$ cat config.mk
export PLATFORM = sky130hd
export DESIGN_NAME = pipe_stage_buf_flat
export DESIGN_NICKNAME = d
export VERILOG_FILES = /design/src/rtl/pipe_stage_buf_if.sv /design/src/rtl/pipe_stage_buf.sv /design/src/flat_wrapper.sv
export SDC_FILE = /design/constraint.sdc
export NUM_CORES = 1
export LEC_CHECK = 0
export ABC_AREA = 1
export BUFFER_PORTS_ARGS = -buffer_cell sky130_fd_sc_hd__buf_2
export CAP_MARGIN = 20
export CORE_MARGIN = 3
export CORE_UTILIZATION = 40
export CTS_BUF_LIST = sky130_fd_sc_hd__clkbuf_16
export DETAILED_ROUTE_END_ITERATION = 12
export SYNTH_ARGS = -nofsm -noshare
export SYNTH_HDL_FRONTEND = slang
export SYNTH_SLANG_ARGS = --single-unit
$ cat constraint.sdc
create_clock -name clk -period 2.7 [get_ports clk]
set_input_delay 0.405 -clock clk [delete_from_list [all_inputs] [get_ports clk]]
set_output_delay 0.405 -clock clk [all_outputs]
set_load 0.005 [all_outputs]
$ cat src/rtl/pipe_stage_buf_if.sv
// Handshake and payload bundle for pipe_stage_buf: upstream entry in, registered entry out.
// slave is the stage's view, master is the surrounding pipeline's view.
interface pipe_stage_buf_if #(
  parameter int XLEN  = 32,
  parameter int CNT_W = 16
);
  logic             in_valid;
  logic             in_ready;
  logic [XLEN-1:0]  ins_in;
  logic [XLEN-1:0]  pc_in;
  logic [XLEN-1:0]  alu_result_in;
  logic [XLEN-1:0]  rt_data_in;
  logic             out_valid;
  logic             out_ready;
  logic [XLEN-1:0]  ins_m;
  logic [XLEN-1:0]  pc_m;
  logic [XLEN-1:0]  alu_result;
  logic [XLEN-1:0]  rt_data;
  logic [1:0]       occupancy;
  logic [CNT_W-1:0] stall_cnt;

  modport slave (
    input  in_valid, ins_in, pc_in, alu_result_in, rt_data_in, out_ready,
    output in_ready, out_valid, ins_m, pc_m, alu_result, rt_data, occupancy, stall_cnt
  );

  modport master (
    output in_valid, ins_in, pc_in, alu_result_in, rt_data_in, out_ready,
    input  in_ready, out_valid, ins_m, pc_m, alu_result, rt_data, occupancy, stall_cnt
  );
endinterface

$ cat src/rtl/pipe_stage_buf.sv
// Two-entry skid buffer pipeline register: main entry drives the outputs, skid catches the
// one entry that arrives while downstream stalls. in_ready is registered to break the ready path.
module pipe_stage_buf #(
  parameter int              XLEN    = 32,
  parameter logic [XLEN-1:0] NOP_INS = '0,
  parameter int              CNT_W   = 16
) (
  input  logic            clk,
  input  logic            reset,
  input  logic            flush,
  pipe_stage_buf_if.slave bus
);
  typedef enum logic [1:0] {EMPTY = 2'd0, HALF = 2'd1, FULL = 2'd2} state_e;

  // Entry fields packed as [0]=ins, [1]=pc, [2]=alu_result, [3]=rt_data.
  localparam logic [3:0][XLEN-1:0] BUBBLE = {{XLEN{1'b0}}, {XLEN{1'b0}}, {XLEN{1'b0}}, NOP_INS};

  state_e                  state_q, state_d;
  logic [3:0][XLEN-1:0]    main_q, main_d;
  logic [3:0][XLEN-1:0]    skid_q, skid_d;
  logic                    in_ready_q, in_ready_d;
  logic [CNT_W-1:0]        stall_q, stall_d;
  logic [3:0][XLEN-1:0]    in_pl;
  logic                    out_valid, in_fire, out_fire;

  assign in_pl     = {bus.rt_data_in, bus.alu_result_in, bus.pc_in, bus.ins_in};
  assign out_valid = (state_q != EMPTY);
  assign in_fire   = bus.in_valid & in_ready_q;
  assign out_fire  = out_valid & bus.out_ready;

  always_comb begin
    state_d = state_q;
    main_d  = main_q;
    skid_d  = skid_q;
    if (flush) begin
      state_d = EMPTY;
      main_d  = BUBBLE;
      skid_d  = '0;
    end else begin
      unique case (state_q)
        EMPTY: if (in_fire) begin
          state_d = HALF;
          main_d  = in_pl;
        end
        HALF: begin
          if (in_fire && out_fire) begin
            main_d = in_pl;
          end else if (in_fire) begin
            state_d = FULL;
            skid_d  = in_pl;
          end else if (out_fire) begin
            state_d = EMPTY;
            main_d  = BUBBLE;
          end
        end
        FULL: if (out_fire) begin
          state_d = HALF;
          main_d  = skid_q;
          skid_d  = '0;
        end
        default: begin
          state_d = EMPTY;
          main_d  = BUBBLE;
          skid_d  = '0;
        end
      endcase
    end
    in_ready_d = (state_d != FULL);
    // Stall counting is independent of flush; only reset clears it.
    stall_d = stall_q;
    if (out_valid && !bus.out_ready && (stall_q != {CNT_W{1'b1}}))
      stall_d = stall_q + 1'b1;
  end

  always_ff @(posedge clk) begin
    if (!reset) begin
      state_q    <= EMPTY;
      main_q     <= BUBBLE;
      skid_q     <= '0;
      in_ready_q <= 1'b1;
      stall_q    <= '0;
    end else begin
      state_q    <= state_d;
      main_q     <= main_d;
      skid_q     <= skid_d;
      in_ready_q <= in_ready_d;
      stall_q    <= stall_d;
    end
  end

  assign bus.in_ready   = in_ready_q;
  assign bus.out_valid  = out_valid;
  assign bus.ins_m      = main_q[0];
  assign bus.pc_m       = main_q[1];
  assign bus.alu_result = main_q[2];
  assign bus.rt_data    = main_q[3];
  assign bus.occupancy  = state_q;
  assign bus.stall_cnt  = stall_q;
endmodule
$ cat src/flat_wrapper.sv
// flat-port wrapper written by rule: the top's interface ports become plain ports
module pipe_stage_buf_flat 
#(
  parameter int              XLEN    = 32,
  parameter logic [XLEN-1:0] NOP_INS = '0,
  parameter int              CNT_W   = 16
)
  (clk, reset, flush, bus_in_valid, bus_ins_in, bus_pc_in, bus_alu_result_in, bus_rt_data_in, bus_out_ready, bus_in_ready, bus_out_valid, bus_ins_m, bus_pc_m, bus_alu_result, bus_rt_data, bus_occupancy, bus_stall_cnt);
  pipe_stage_buf_if #(.XLEN(XLEN), .CNT_W(CNT_W)) bus_i ();
  input  logic clk;
  input  logic reset;
  input  logic flush;
  input wire logic [$bits(bus_i.in_valid)-1:0] bus_in_valid;
  input wire logic [$bits(bus_i.ins_in)-1:0] bus_ins_in;
  input wire logic [$bits(bus_i.pc_in)-1:0] bus_pc_in;
  input wire logic [$bits(bus_i.alu_result_in)-1:0] bus_alu_result_in;
  input wire logic [$bits(bus_i.rt_data_in)-1:0] bus_rt_data_in;
  input wire logic [$bits(bus_i.out_ready)-1:0] bus_out_ready;
  output wire logic [$bits(bus_i.in_ready)-1:0] bus_in_ready;
  output wire logic [$bits(bus_i.out_valid)-1:0] bus_out_valid;
  output wire logic [$bits(bus_i.ins_m)-1:0] bus_ins_m;
  output wire logic [$bits(bus_i.pc_m)-1:0] bus_pc_m;
  output wire logic [$bits(bus_i.alu_result)-1:0] bus_alu_result;
  output wire logic [$bits(bus_i.rt_data)-1:0] bus_rt_data;
  output wire logic [$bits(bus_i.occupancy)-1:0] bus_occupancy;
  output wire logic [$bits(bus_i.stall_cnt)-1:0] bus_stall_cnt;
  assign bus_i.in_valid = bus_in_valid;
  assign bus_i.ins_in = bus_ins_in;
  assign bus_i.pc_in = bus_pc_in;
  assign bus_i.alu_result_in = bus_alu_result_in;
  assign bus_i.rt_data_in = bus_rt_data_in;
  assign bus_i.out_ready = bus_out_ready;
  assign bus_in_ready = bus_i.in_ready;
  assign bus_out_valid = bus_i.out_valid;
  assign bus_ins_m = bus_i.ins_m;
  assign bus_pc_m = bus_i.pc_m;
  assign bus_alu_result = bus_i.alu_result;
  assign bus_rt_data = bus_i.rt_data;
  assign bus_occupancy = bus_i.occupancy;
  assign bus_stall_cnt = bus_i.stall_cnt;
  pipe_stage_buf #(.XLEN(XLEN), .NOP_INS(NOP_INS), .CNT_W(CNT_W)) u_core (.clk(clk), .reset(reset), .flush(flush), .bus(bus_i));
endmodule
==> impl_metrics.ini <==
[power]
power_density_nw_per_um2 = 598
p_sw_frac = 0.263
p_int_mw = 6.59
combPwrFrac = 0.117
max-vdd-ir-drop_mv = 0.416
switchingPower_mw = 2.35
p_leak_nw = 6.70
p_clk_frac = 0.408
pwr-share-seq = 0.475

[final_layout]
postLayoutCoreUtil = 0.485
multi_input_area_um2 = 6010
drive_gt1_frac = 0.178
synthToLayoutAreaGrowth_pct = 18.9
regArea_um2 = 5510
fill_cells = 3160
nNetsFinal = 2183

[grt]
grt-ovfl-total = 0
track_usage = 0.228
antenna_found_initial = 7
grt_max_degree = 129
grt_first_pass_wirelength_mm = 63.6
grt_pass1_vias = 12200

[clock_tree]
htree_levels = 1
worstSkewPairLatency_ns = 0.54
cts_tree = done
cts_buffers = 31
postCtsHoldBufs = 0
root_buffer = clkbuf_16
cts.sinks = 275
post-cts-setup-buffers = 0
cts_resized = 0
clk_path_buf_depth = 3
clkTransAtPathRegs_ns = 0.06

[synthesis]
synth_area_leader_cell = dfxtp_1
synth-seq-cells = 275
synth_top_area_frac = 0.438
ys_warn_count = 0
ys_seq_area_frac = 0.438
synth-edff-count = 0
yosys-top-cells-area = dfxtp_1, nand2_1, a21oi_1
avgSynthCellArea_um2 = 6.81
synth_async_sr_flop_share = 0
syn_nets = 1982
synth_area_um2 = 12600
synth_cell_types = 30
synth_cells = 1848
synthFlopType = dfxtp_1

[critical_path]
cp.depth = 4
crit_chain = nor2_4 > buf_4 > inv_2 > buf_2
cp_max_fo = 18
crit_slowest_cell = dfxtp_1
endpoint_kind = primary output
slowest_delay_ns = 0.62
crit_family = buffers and inverters
ff2ff_setup_slack_ns = 0.60
critPathLaunch = u_core.bus.occupancy[0]$_SDFF_PN0_
critical_path_class = reg -> out
reg2reg_depth = 7
cp.arrival_ns = 2.03
required_ns = 2.30
timing.rr.start = u_core.bus.occupancy[1]$_SDFF_PN0_
crit_buf_inv = 3
crit_path_end = bus_out_valid
crit_path_start_kind = register
rr_endpoint = u_core.skid_q[117]$_SDFFE_PP0P_

[place]
place_congestion = 0.806
io_buffers = 280
dpl.hpwl_mm = 24.7

[floorplanning]
ios = 281
die_w_um = 183
core_area_um2 = 30800
die_area_um2 = 33600
rows = 64
initial_core_util = 0.408
die_h_um = 183

[drt]
drt_iter0_markers = 729
viasPerCell = 5.21
vias = 12800
wl_mm = 39.7
drc_errors = 0
dr.pass1.iters = 5
antenna_left = 0
wl_per_cell_um = 16.1

[timing]
worstMarginPinSlew_ns = 0.642
rsz0062_at_grt = no
setup_viol_count_final = 0
finClkSkew_ns = 0.00597
hold_violations = 0
min_period_over_period = 0.901
relSlewSlack = 0.572
fin_crit_ns = 2.43
holdWs_ns = 0.0909
max_freq_mhz = 411
fin_setup_tns_ns = 0
finalMaxSlewViolations = 0

[run]
maxCapViolCount = 0

[status]
status = finished, final reports clean

[worst_hold_path]
hold_path_class = in -> reg
==> how the worst min path moves through the flow <==
stage / slack [ns] / end / from / depth (start not counted)
floorplan: 0.46 / u_core.skid_q[37]$_SDFFE_PP0P_ / u_core.skid_q[37]$_SDFFE_PP0P_ / 2
global placement: 0.45 / u_core.bus.ins_m[0]$_SDFFE_PP0P_ / u_core.bus.ins_m[0]$_SDFFE_PP0P_ / 2
detailed placement: 0.45 / u_core.bus.ins_m[7]$_SDFFE_PP0P_ / u_core.bus.ins_m[7]$_SDFFE_PP0P_ / 2
CTS: 0.07 / u_core.bus.occupancy[0]$_SDFF_PN0_ / flush / 2
global route: 0.08 / u_core.bus.occupancy[0]$_SDFF_PN0_ / flush / 2
finish: 0.09 / u_core.bus.occupancy[0]$_SDFF_PN0_ / flush / 2
==> through the flow <==
| stage | cells | cell area [µm²] | power (mW) | setup slack [ns] |
|---|---|---|---|---|
| 2_1_floorplan | 1848 | 12600 | 4.99 | 1.16 |
| 5_1_grt | 2461 | 15000 | 9.36 | 0.167 |
| 4_1_cts | 2461 | 15000 | 9.04 | 0.251 |
| 3_5_place_dp | 2412 | 14100 | 5.39 | 0.515 |
| 3_3_place_gp | 2412 | 14100 | 5.37 | 0.580 |
| 6_report | 2463 | 15000 | 8.94 | 0.268 |
==> logic make-up (layout without fill, tap and decap cells) <==
group,after synthesis,in the layout,share of synthesized area
simple gates,954,954,0.301
other cells,0,2,0
xor+xnor,5,5,0.00348
buf+inv,217,434,0.0868
compound gates,396,396,0.170
flops,275,275,0.438
fa+ha+maj,1,1,0.000994
==> sequential cells by signal (all words and copies together), names as in the netlist <==
signal                 cells
u_core.skid_q            128
u_core.bus.alu_result     32
u_core.bus.ins_m          32
u_core.bus.pc_m           32
u_core.bus.rt_data        32
u_core.bus.stall_cnt      16
u_core.bus.occupancy       2
u_core.bus.in_ready        1
==> per-layer routing <==
| layer | track usage | up-vias | part of all wire |
|---|---|---|---|
| li1 | - | 6374 | - |
| met1 | 0.299 | 5976 | 0.45 |
| met2 | 0.384 | 401 | 0.46 |
| met3 | 0.0496 | 65 | 0.069 |
| met4 | 0.0564 | 12 | 0.021 |
| met5 | 0 | - | 0.0018 |
==> power by group through the flow <==
| stage | clock, mW | sequential [mW] | combinational [mW] |
|---|---|---|---|
| 2_1_floorplan | 0 | 4.33 | 0.658 |
| 3_3_place_gp | 0 | 4.33 | 1.04 |
| 3_5_place_dp | 0 | 4.34 | 1.05 |
| 4_1_cts | 3.74 | 4.25 | 1.05 |
| 5_1_grt | 3.93 | 4.26 | 1.17 |
| 6_report | 3.65 | 4.25 | 1.04 |
==> Yosys cell counts, types with 2 or more instances <==
library cell and count:
buf_6 18, a21oi_1 214, o211ai_1 50, buf_4 17
dfxtp_1 275, inv_1 68, nor2_1 255, inv_2 7
nor2_2 4, buf_2 63, clkbuf_1 42, buf_1 2
o21ai_0 121, nand2_2 4, nand2_1 573, nand4_1 5
o21ai_1 6, xor2_1 4, nor2_4 3, a211oi_2 4
nand3_1 104
==> area by class of cell <==
type,instances,share of cell area
Multi-Input combinational cell,1356,0.402
Antenna cell,2,0.000335
Inverter,75,0.0194
Timing Repair Buffer,310,0.120
Clock buffer,31,0.0519
Tap cell,396,0.0331
Sequential cell,275,0.368
Clock inverter,18,0.00502
==> cells in the final DEF, fill, tap and decap left out, drive strengths merged <==
cell type  synthesis  layout
a211oi             4       4
ha                 1       1
clkbuf            42      31
xnor2              1       1
inv               75      83
nand3b             1       1
nand2            578     578
dfxtp            275     275
or2                1       1
xor2               4       4
nor4               1       1
nor3               1       1
nand4              5       5
clkinv             0       8
diode              0       2
a21oi            214     214
o21ai            128     128
nor3b              1       1
o211ai            50      50
buf              100     310
clkinvlp           0       2
nand3            104     104
nor2             262     262
Power figures use the tool's default switching activity.
